## src/rtl/serial_bit_feeder.sv

```systemverilog
// Parallel-to-serial feeder for the sequence detectors: WIDTH-bit words in over
// valid/ready, one registered bit per clock out, with back-to-back words gapless.
module serial_bit_feeder #(
  parameter int   WIDTH     = 8,
  parameter int   MSB_FIRST = 1,
  parameter logic IDLE_BIT  = 1'b0
) (
  input  logic             clock,
  input  logic             reset,
  input  logic [WIDTH-1:0] din,
  input  logic             din_valid,
  output logic             din_ready,
  input  logic             abort,
  output logic             dataout,
  output logic             bit_valid,
  output logic             busy,
  output logic [15:0]      words_sent
);

  localparam int          CW   = (WIDTH > 2) ? $clog2(WIDTH) : 1;
  localparam logic [CW-1:0] LAST = CW'(WIDTH - 1);
  localparam bit          MSBF = (MSB_FIRST != 0);

  typedef enum logic {IDLE, SHIFT} state_t;

  state_t           state;
  logic [WIDTH-1:0] sreg;
  logic [CW-1:0]    bit_cnt;
  logic             last, accept;
  logic             first_bit, next_bit;
  logic [WIDTH-1:0] sreg_adv;

  assign last      = (state == SHIFT) && (bit_cnt == LAST);
  assign din_ready = ~abort & reset & ((state == IDLE) | last);
  assign accept    = din_valid & din_ready;
  assign busy      = (state == SHIFT);

  // sreg keeps the bit currently on dataout at its outgoing end
  assign first_bit = MSBF ? din[WIDTH-1]  : din[0];
  assign next_bit  = MSBF ? sreg[WIDTH-2] : sreg[1];
  assign sreg_adv  = MSBF ? (sreg << 1)   : (sreg >> 1);

  always_ff @(posedge clock or negedge reset) begin
    if (!reset) begin
      state      <= IDLE;
      sreg       <= '0;
      bit_cnt    <= '0;
      words_sent <= '0;
      dataout    <= IDLE_BIT;
      bit_valid  <= 1'b0;
    end else if (abort) begin
      state     <= IDLE;
      bit_cnt   <= '0;
      dataout   <= IDLE_BIT;
      bit_valid <= 1'b0;
    end else if (accept) begin
      state      <= SHIFT;
      sreg       <= din;
      bit_cnt    <= '0;
      words_sent <= words_sent + 16'd1;
      dataout    <= first_bit;
      bit_valid  <= 1'b1;
    end else if (state == SHIFT) begin
      if (last) begin
        state     <= IDLE;
        bit_cnt   <= '0;
        dataout   <= IDLE_BIT;
        bit_valid <= 1'b0;
      end else begin
        sreg    <= sreg_adv;
        bit_cnt <= bit_cnt + 1'b1;
        dataout <= next_bit;
      end
    end
  end

endmodule

```

## config.mk

```make
export PLATFORM = sky130hd
export DESIGN_NAME = serial_bit_feeder
export DESIGN_NICKNAME = d
export VERILOG_FILES = /design/src/rtl/serial_bit_feeder.sv
export SDC_FILE = /design/constraint.sdc
export NUM_CORES = 1
export LEC_CHECK = 0
export CAP_MARGIN = 10
export CORE_MARGIN = 3
export CORE_UTILIZATION = 43
export DETAILED_ROUTE_END_ITERATION = 10
export PLACE_DENSITY_LB_ADDON = 0.25
export SLEW_MARGIN = 25
export SYNTH_ARGS = -nofsm -noshare
export SYNTH_HDL_FRONTEND = slang
export SYNTH_SLANG_ARGS = --single-unit
```

## constraint.sdc

```tcl
create_clock -name clock -period 1.9 [get_ports clock]
set_clock_uncertainty 0.05 [all_clocks]
set_input_delay 0.38 -clock clock [delete_from_list [all_inputs] [get_ports clock]]
set_output_delay 0.38 -clock clock [all_outputs]
set_load 0.05 [all_outputs]
```

# Yosys cells after proc, flatten, opt, wreduce, memory -nomap -nowiden
# Cells that the tools add are included.
# totals
ff_bits	29
in_bits	12
output_inout_bits	20
word_cells	42
# classes
add_sub_neg	2
eq_ne	2
muxes	19
n_bitwise	6
n_reduce_logical	7
# op_table
cell	n
$mux W7	3
$add A16 B1 Y16 const B	1
$mux W1	12
$mux W3	4
$reduce_bool A3 Y1	2
$reduce_and A2 Y1	2
$add A3 B1 Y3 const B	1
$and A1 B1 Y1	3
$eq A3 B3 Y1 const B	1
$reduce_and A3 Y1	1
$ne A2 B1 Y1 const B	1
$not A1 Y1	2
$reduce_bool A2 Y1	1
$logic_and A1 B1 Y1	1
$or A1 B1 Y1	1

# Logic depth before layout (Yosys ltp)
# Gate-level depths: netlist of the first run.
# depth
depth_word	7
depth_mapped	8

# Worst setup path before layout of the first run
# OpenSTA, ideal clock, no wires.
# synth_timing
path_kind	flip-flop to output port
from	reg state (netlist: busy)
to	out din_ready
arrival_time_ns	1.492
setup_slack_ns	-0.022
stages_incl_launch_ff	3
path_cell_list	dfrtp_1 > nor2b_4 > nor2_1
# synth_between
elab_chain_len	3
# synth_lines
item	line_no	source
start, declared	26	state_t state;
start signal, assigned	45	state <= IDLE;
start signal, assigned	52	state <= IDLE;
start signal, assigned	57	state <= SHIFT;
$logic_and A1 B1 Y1 or $not A1 Y1 (tied branches)	33, 34	
$or A1 B1 Y1 *	34	assign din_ready = ~abort & reset & ((state == IDLE) | last);
$and A1 B1 Y1 *	34	
end, declared	12	output logic din_ready,
# Every way passes the cells marked *; elsewhere a longest branch is shown, timed or not.

# Worst setup path after layout of the first run
# layout_timing
from	reg bit_cnt[1]
to	out din_ready
# layout_between
elab_chain_len	4
# layout_lines
item	line_no	source
start, declared	28	logic [CW-1:0] bit_cnt;
start signal, assigned	71	bit_cnt <= bit_cnt + 1'b1;
$eq A3 B3 Y1	33	assign last = (state == SHIFT) && (bit_cnt == LAST);
$logic_and A1 B1 Y1	33	
$or A1 B1 Y1	34	
$and A1 B1 Y1	34	
# Every way passes these cells.

==> flow_metrics.tcl, run 1 <==
set metrics [dict create \
    status "finished with violations" \
    violations "negative setup slack" \
    ys_types 24 \
    crit_fanout 2 \
    fmax_mhz 519.3 \
    drt-pass1-iter-count 4 \
    ant_nets 0 \
    timing.rr.end "words_sent[7]$_DFFE_PN0P_" \
    netlist_area_mm2 0.001368 \
    n_antenna_cell 0 \
    numCtsBuffers 5 \
    drc 0 \
    fin_crit_sh_pct 101.3 \
    whs_ns 0.4440 \
    clk_latency_ns 0.32 \
    ys_seq_area_share_pct 53.06 \
    stdcell_area_mm2 0.001911 \
    rrSetupSlack_ns 0.01 \
    path_buf_inv 2 \
    r2r_cells 9 \
    nNetsFinal 203 \
    hp-class "flip-flop to flip-flop" \
    setup_violations 1 \
    io-pin-count 32 \
    tightest_slew_ns 0.3722 \
    mostFrequentLayoutCell "buf_4" \
    synthCells 136 \
    fp.dieH_um 62.40 \
    die_w_um 62.40 \
    drt_iter0_markers 31 \
    placed_area_mm2 0.001783 \
    initial_core_util_pct 47.15 \
    async_reset_ff_share_pct 100.0 \
    place_ws_ns -0.2329 \
    slew-limit-headroom_pct 75.19 \
    path_clk_slew_ns 0.09 \
    synth_edf_count 0 \
    hp-start "words_sent[15]$_DFFE_PN0P_" \
    rsz0062_at_grt "yes" \
    startpoint_type "flip-flop" \
    dp.cells 219 \
    clk_path_buf_depth 2 \
    grt_overflow 0 \
    arrival_ns 1.50 \
    core_area_mm2 0.002900 \
    cts_sinks 29 \
    crit_path_end_kind "output port" \
    drv_slew 0 \
    grt_use_total_pct 17.29 \
    vias 1157 \
    cp_slowest_cell "dfrtp_1" \
    critical_path.top_delay_family "flip-flops" \
    cts-htree-levels 2 \
    via_per_inst 5.030 \
    drt-total-wl_mm 3.081 \
    area_growth_pct 39.71 \
    synth-seq-cells 29 \
    grt_pass1_wl_mm 5.361 \
    layoutNonFillerInstCount 230 \
    grt_pass1_vias 1155 \
    hold_viol 0 \
    cap_violations 0 \
    numPortBuffers 31 \
    crit_required_ns 1.47 \
    yosys_warnings 0 \
    cts_tree "built" \
    min_period_ns 1.926 \
    holdPathStages 1 \
    syn_area_per_cell_um2 10.06 \
    powerDensity_mw_per_mm2 890.7 \
    hold_end "words_sent[15]$_DFFE_PN0P_" \
    final_cell_mix "buf_4 (33), dfrtp_1 (29), nand2_1 (27)" \
    drive_gt1_share_pct 29.79 \
    setup_slack_ns -0.02555 \
    syn_nets 151 \
    gp_congestion 0.7880 \
    leakagePower_uw 0.0008911 \
    synth_flop_cell "dfrtp_1" \
    cp_cell_sequence "ha_2 > ha_4 > nor2b_4 > buf_6 > nor2_4 > buf_12" \
    vdd_drop_max_mv 0.8323 \
    row_count 19 \
    worst_path_largest_cell_delay_ns 0.40 \
    wl_per_cell_um 13.40 \
    clockRootBuffer "clkbuf_4" \
    critical_path_class "flip-flop to output port" \
    timing.rr.start "bit_cnt[1]$_DFFE_PN0P_" \
    dpl.hpwl_mm 2.209 \
    grt_max_degree 31 \
    die_area_mm2 0.003893 \
    cts.hold.buffers_added 0 \
    antenna_found_initial 0 \
]
-- metal layers --
metal	routed length, um	vias up	global-route usage (%)
met5	0	-	0
li1	-	565	-
met3	162	7	5.935
met4	58	0	7.163
met2	1500	26	27.42
met1	1359	559	21.54
-- what timing repair did --
action	in CTS	in global routing
pin swaps	1	1
buffers inserted	2	1
setup endpoints to repair	6	11
gates cloned	0	1
resized for setup	6	5
-- Yosys cell counts (all sizes together), types with 2 or more instances --
cell type	n	area share, %
a21oi	4	1.5
a31oi	6	2.7
buf	2	0.73
clkbuf	2	0.55
dfrtp	29	53
ha	3	2.7
inv	3	0.82
nand2	27	7.4
nand2b	2	1.5
nand3	5	1.8
nand4	6	2.7
nor2	16	4.4
nor3	7	2.6
nor4b	2	2.2
xnor2	10	6.4
xor2	5	3.2
-- cell type report --
type	instances	area, um^2
inverter	3	11.26
fill	238	989.7
clock buffer	7	55.05
multi-input combinational	100	649.4
tap	42	52.55
timing repair buffer	49	416.7
sequential	29	725.7
-- kinds of logic after synthesis --
kind of cell             after synthesis  share of synthesized area [%]
AO/OA/AOI/OAI                         12                          5.215
XOR/XNOR                              15                          9.606
adder cells (fa/ha/maj)                3                          2.745
buffers and inverters                  7                          2.104
flip-flops                            29                          53.07
AND/OR/NAND/NOR                       70                          27.26
-- flip-flops by register name (all words and copies together) (netlist names) --
register,count
sreg,7
bit_valid,1
bit_cnt,3
busy,1
words_sent,16
dataout,1
-- where the power goes --
part / internal [uW] / switching [uW] / leakage, uW
combinational: 195 / 333 / 0.000491
sequential: 708 / 94.4 / 0.000369
clock: 174 / 197 / 0.0000314
-- metrics by stage --
step,TNS [ns],total power (uW),util (%)
2_1_floorplan,-0.00009515,1129,-
3_3_place_gp,-2.255,1306,61.48
3_5_place_dp,-2.820,1329,61.48
4_1_cts,-0.03539,1714,64.80
5_1_grt,-0.3610,1807,65.88
6_report,-0.02555,1702,65.88
-- worst max-delay path by stage --
stage	startpoint	end	slack (ns)	cells past startpoint
3_3_place_gp	reset	words_sent[4]$_DFFE_PN0P_	-0.19	6
5_1_grt	bit_cnt[1]$_DFFE_PN0P_	din_ready	-0.09	6
4_1_cts	bit_cnt[1]$_DFFE_PN0P_	din_ready	-0.04	6
3_5_place_dp	reset	sreg[1]$_DFFE_PN0P_	-0.23	7
2_1_floorplan	busy$_DFF_PN0_	words_sent[13]$_DFFE_PN0P_	-0.0001	5
6_report	bit_cnt[1]$_DFFE_PN0P_	din_ready	-0.03	6
Note: power is estimated with default switching activity, not from simulation.
==> run 2, diff against run 1 <==
--- a/config.mk
+++ b/config.mk
@@ -7,7 +7,7 @@
 export LEC_CHECK = 0
 export CAP_MARGIN = 10
 export CORE_MARGIN = 3
-export CORE_UTILIZATION = 43
+export CORE_UTILIZATION = 44
 export DETAILED_ROUTE_END_ITERATION = 10
 export PLACE_DENSITY_LB_ADDON = 0.25
 export SLEW_MARGIN = 25
==> constraint.sdc (replaced) <==
create_clock -name clock -period 1.9 [get_ports clock]
set_clock_uncertainty 0.05 [all_clocks]
set_input_delay 0.475 -clock clock [delete_from_list [all_inputs] [get_ports clock]]
set_output_delay 0.475 -clock clock [all_outputs]
set_load 0.05 [all_outputs]
==> flow_metrics.tcl, run 2 (synthesized netlist as in run 1, its figures left out) <==
set metrics [dict create \
    status "finished with violations" \
    violations "negative setup slack" \
    via_per_inst 5.350 \
    io-pin-count 32 \
    drt_iter0_markers 67 \
    timing.rr.end "words_sent[7]$_DFFE_PN0P_" \
    cts-htree-levels 2 \
    die_area_mm2 0.003813 \
    clk_latency_ns 0.34 \
    dpl.hpwl_mm 2.205 \
    grt_use_total_pct 18.61 \
    drt-total-wl_mm 3.362 \
    switchingPower_uw 653.1 \
    grt_pass1_vias 1140 \
    arrival_ns 1.52 \
    num-fill-cells 227 \
    cts.hold.buffers_added 0 \
    total_power_uw 1798 \
    nNetsFinal 206 \
    drv_slew 0 \
    reg.largest.list "words_sent: 16 flops, sreg: 7 flops, bit_cnt: 3 flops" \
    gp_congestion 0.8033 \
    hold_end "words_sent[15]$_DFFE_PN0P_" \
    fp.dieH_um 61.75 \
    clockRootBuffer "clkbuf_4" \
    regMostFlops "words_sent" \
    grt_max_degree 30 \
    r2r_cells 10 \
    tightest_slew_ns 0.3683 \
    setup_violations 14 \
    final_core_util_pct 68.73 \
    grt_pass1_wl_mm 5.050 \
    hp-start "words_sent[15]$_DFFE_PN0P_" \
    startpoint_type "flip-flop" \
    tns_ns -0.6843 \
    row_count 19 \
    crit_path_end_kind "output port" \
    final_cell_mix "buf_4 (35), dfrtp_1 (29), nand2_1 (27)" \
    hold_viol 0 \
    fmax_mhz 488.5 \
    critical_path_class "flip-flop to output port" \
    rrSetupSlack_ns -0.11 \
    cts_tree "built" \
    largest_reg_flops 16 \
    layoutNonFillerInstCount 223 \
    initial_core_util_pct 47.94 \
    fin_crit_sh_pct 107.7 \
    timing.rr.start "bit_cnt[0]$_DFFE_PN0P_" \
    multi_input_area_um2 663.1 \
    min_period_ns 2.047 \
    ant_nets 0 \
    numPortBuffers 31 \
    grt_overflow 0 \
    slew-limit-headroom_pct 75.44 \
    holdPathStages 1 \
    clockPowerShare_pct 24.0 \
    drive_gt1_share_pct 31.25 \
    worstSetupStartpoint "bit_cnt[0]$_DFFE_PN0P_" \
    dp.cells 209 \
    cap_violations 0 \
    antenna_found_initial 0 \
    rsz0062_at_grt "yes" \
    path_clk_slew_ns 0.10 \
    area_growth_pct 43.37 \
    crit_fanout 2 \
    drt-pass1-iter-count 4 \
    drc 0 \
    die_w_um 61.75 \
    clk_path_buf_depth 2 \
    n_antenna_cell 0 \
    vdd_drop_max_mv 0.9053 \
    p_int_uw 1145 \
    setup_slack_ns -0.1472 \
    powerDensity_mw_per_mm2 917.2 \
    p_sw_share_pct 36.32 \
    power.share.combinational_pct 31.0 \
    vias 1193 \
    crit_required_ns 1.37 \
    core_area_mm2 0.002853 \
    wl_per_cell_um 15.08 \
    seq_power_share_pct 45.0 \
    hp-class "flip-flop to flip-flop" \
    seq_area_um2 725.7 \
    leakagePower_uw 0.0009399 \
    mostFrequentLayoutCell "buf_4" \
    numCtsBuffers 5 \
    cts_sinks 29 \
]
-- run 2: per-layer routing --
metal  up-vias  routed length (um)  GRT usage (%)
li1        576                   -              -
met1       575                1353          21.89
met2        36                1736          30.34
met3         6                 217          7.645
met4         0                  54          7.273
met5         -                   0              0
-- run 2: critical path, stage by stage, from the launching register on --
cell     delay [ns]
dfrtp_1        0.40
ha_2           0.20
ha_4           0.17
nor2b_4        0.12
buf_6          0.12
nor2_4         0.03
buf_12         0.14
-- run 2: layout make-up --
class                   instances  area share [%]
clock inverters                 1          0.2553
clock buffers                   7           3.318
well taps                      31           1.978
repair buffers                 52           23.04
flip-flops and latches         29           37.01
inverters                       3          0.5743
multi-input cells             100           33.82
-- run 2: worst max-delay path by stage --
stage	end	slack, ns	cells past startpoint
3_3_place_gp	words_sent[3]$_DFFE_PN0P_	-0.26	6
2_1_floorplan	words_sent[13]$_DFFE_PN0P_	-0.0001	5
3_5_place_dp	words_sent[13]$_DFFE_PN0P_	-0.32	5
6_report	din_ready	-0.15	6
4_1_cts	din_ready	-0.14	6
5_1_grt	words_sent[7]$_DFFE_PN0P_	-0.19	10
-- run 2: repair_timing --
action,4_1_cts,5_1_grt
pin swaps,1,3
gates cloned,0,1
buffers inserted,1,4
endpoints found under the setup margin,6,15
hold endpoints to repair,0,0
resized for setup,5,7
-- run 2: through the flow --
stage	hold WS, ns	setup WS [ns]	cell area (um^2)
final	0.4412	-0.1472	1961
after global routing	0.4600	-0.1936	1961
after CTS	0.4484	-0.1431	1891
after detailed placement	0.4301	-0.3241	1789
after global placement	0.4146	-0.2612	1789
after floorplan	0.1294	-0.00009515	1370
-- run 2: power by group through the flow --
stage	clock, uW	sequential, uW	combinational [uW]
after global routing	479	825	599
after CTS	447	806	546
after detailed placement	0	818	538
after floorplan	0	976	153
after global placement	0	812	532
final	431	809	558
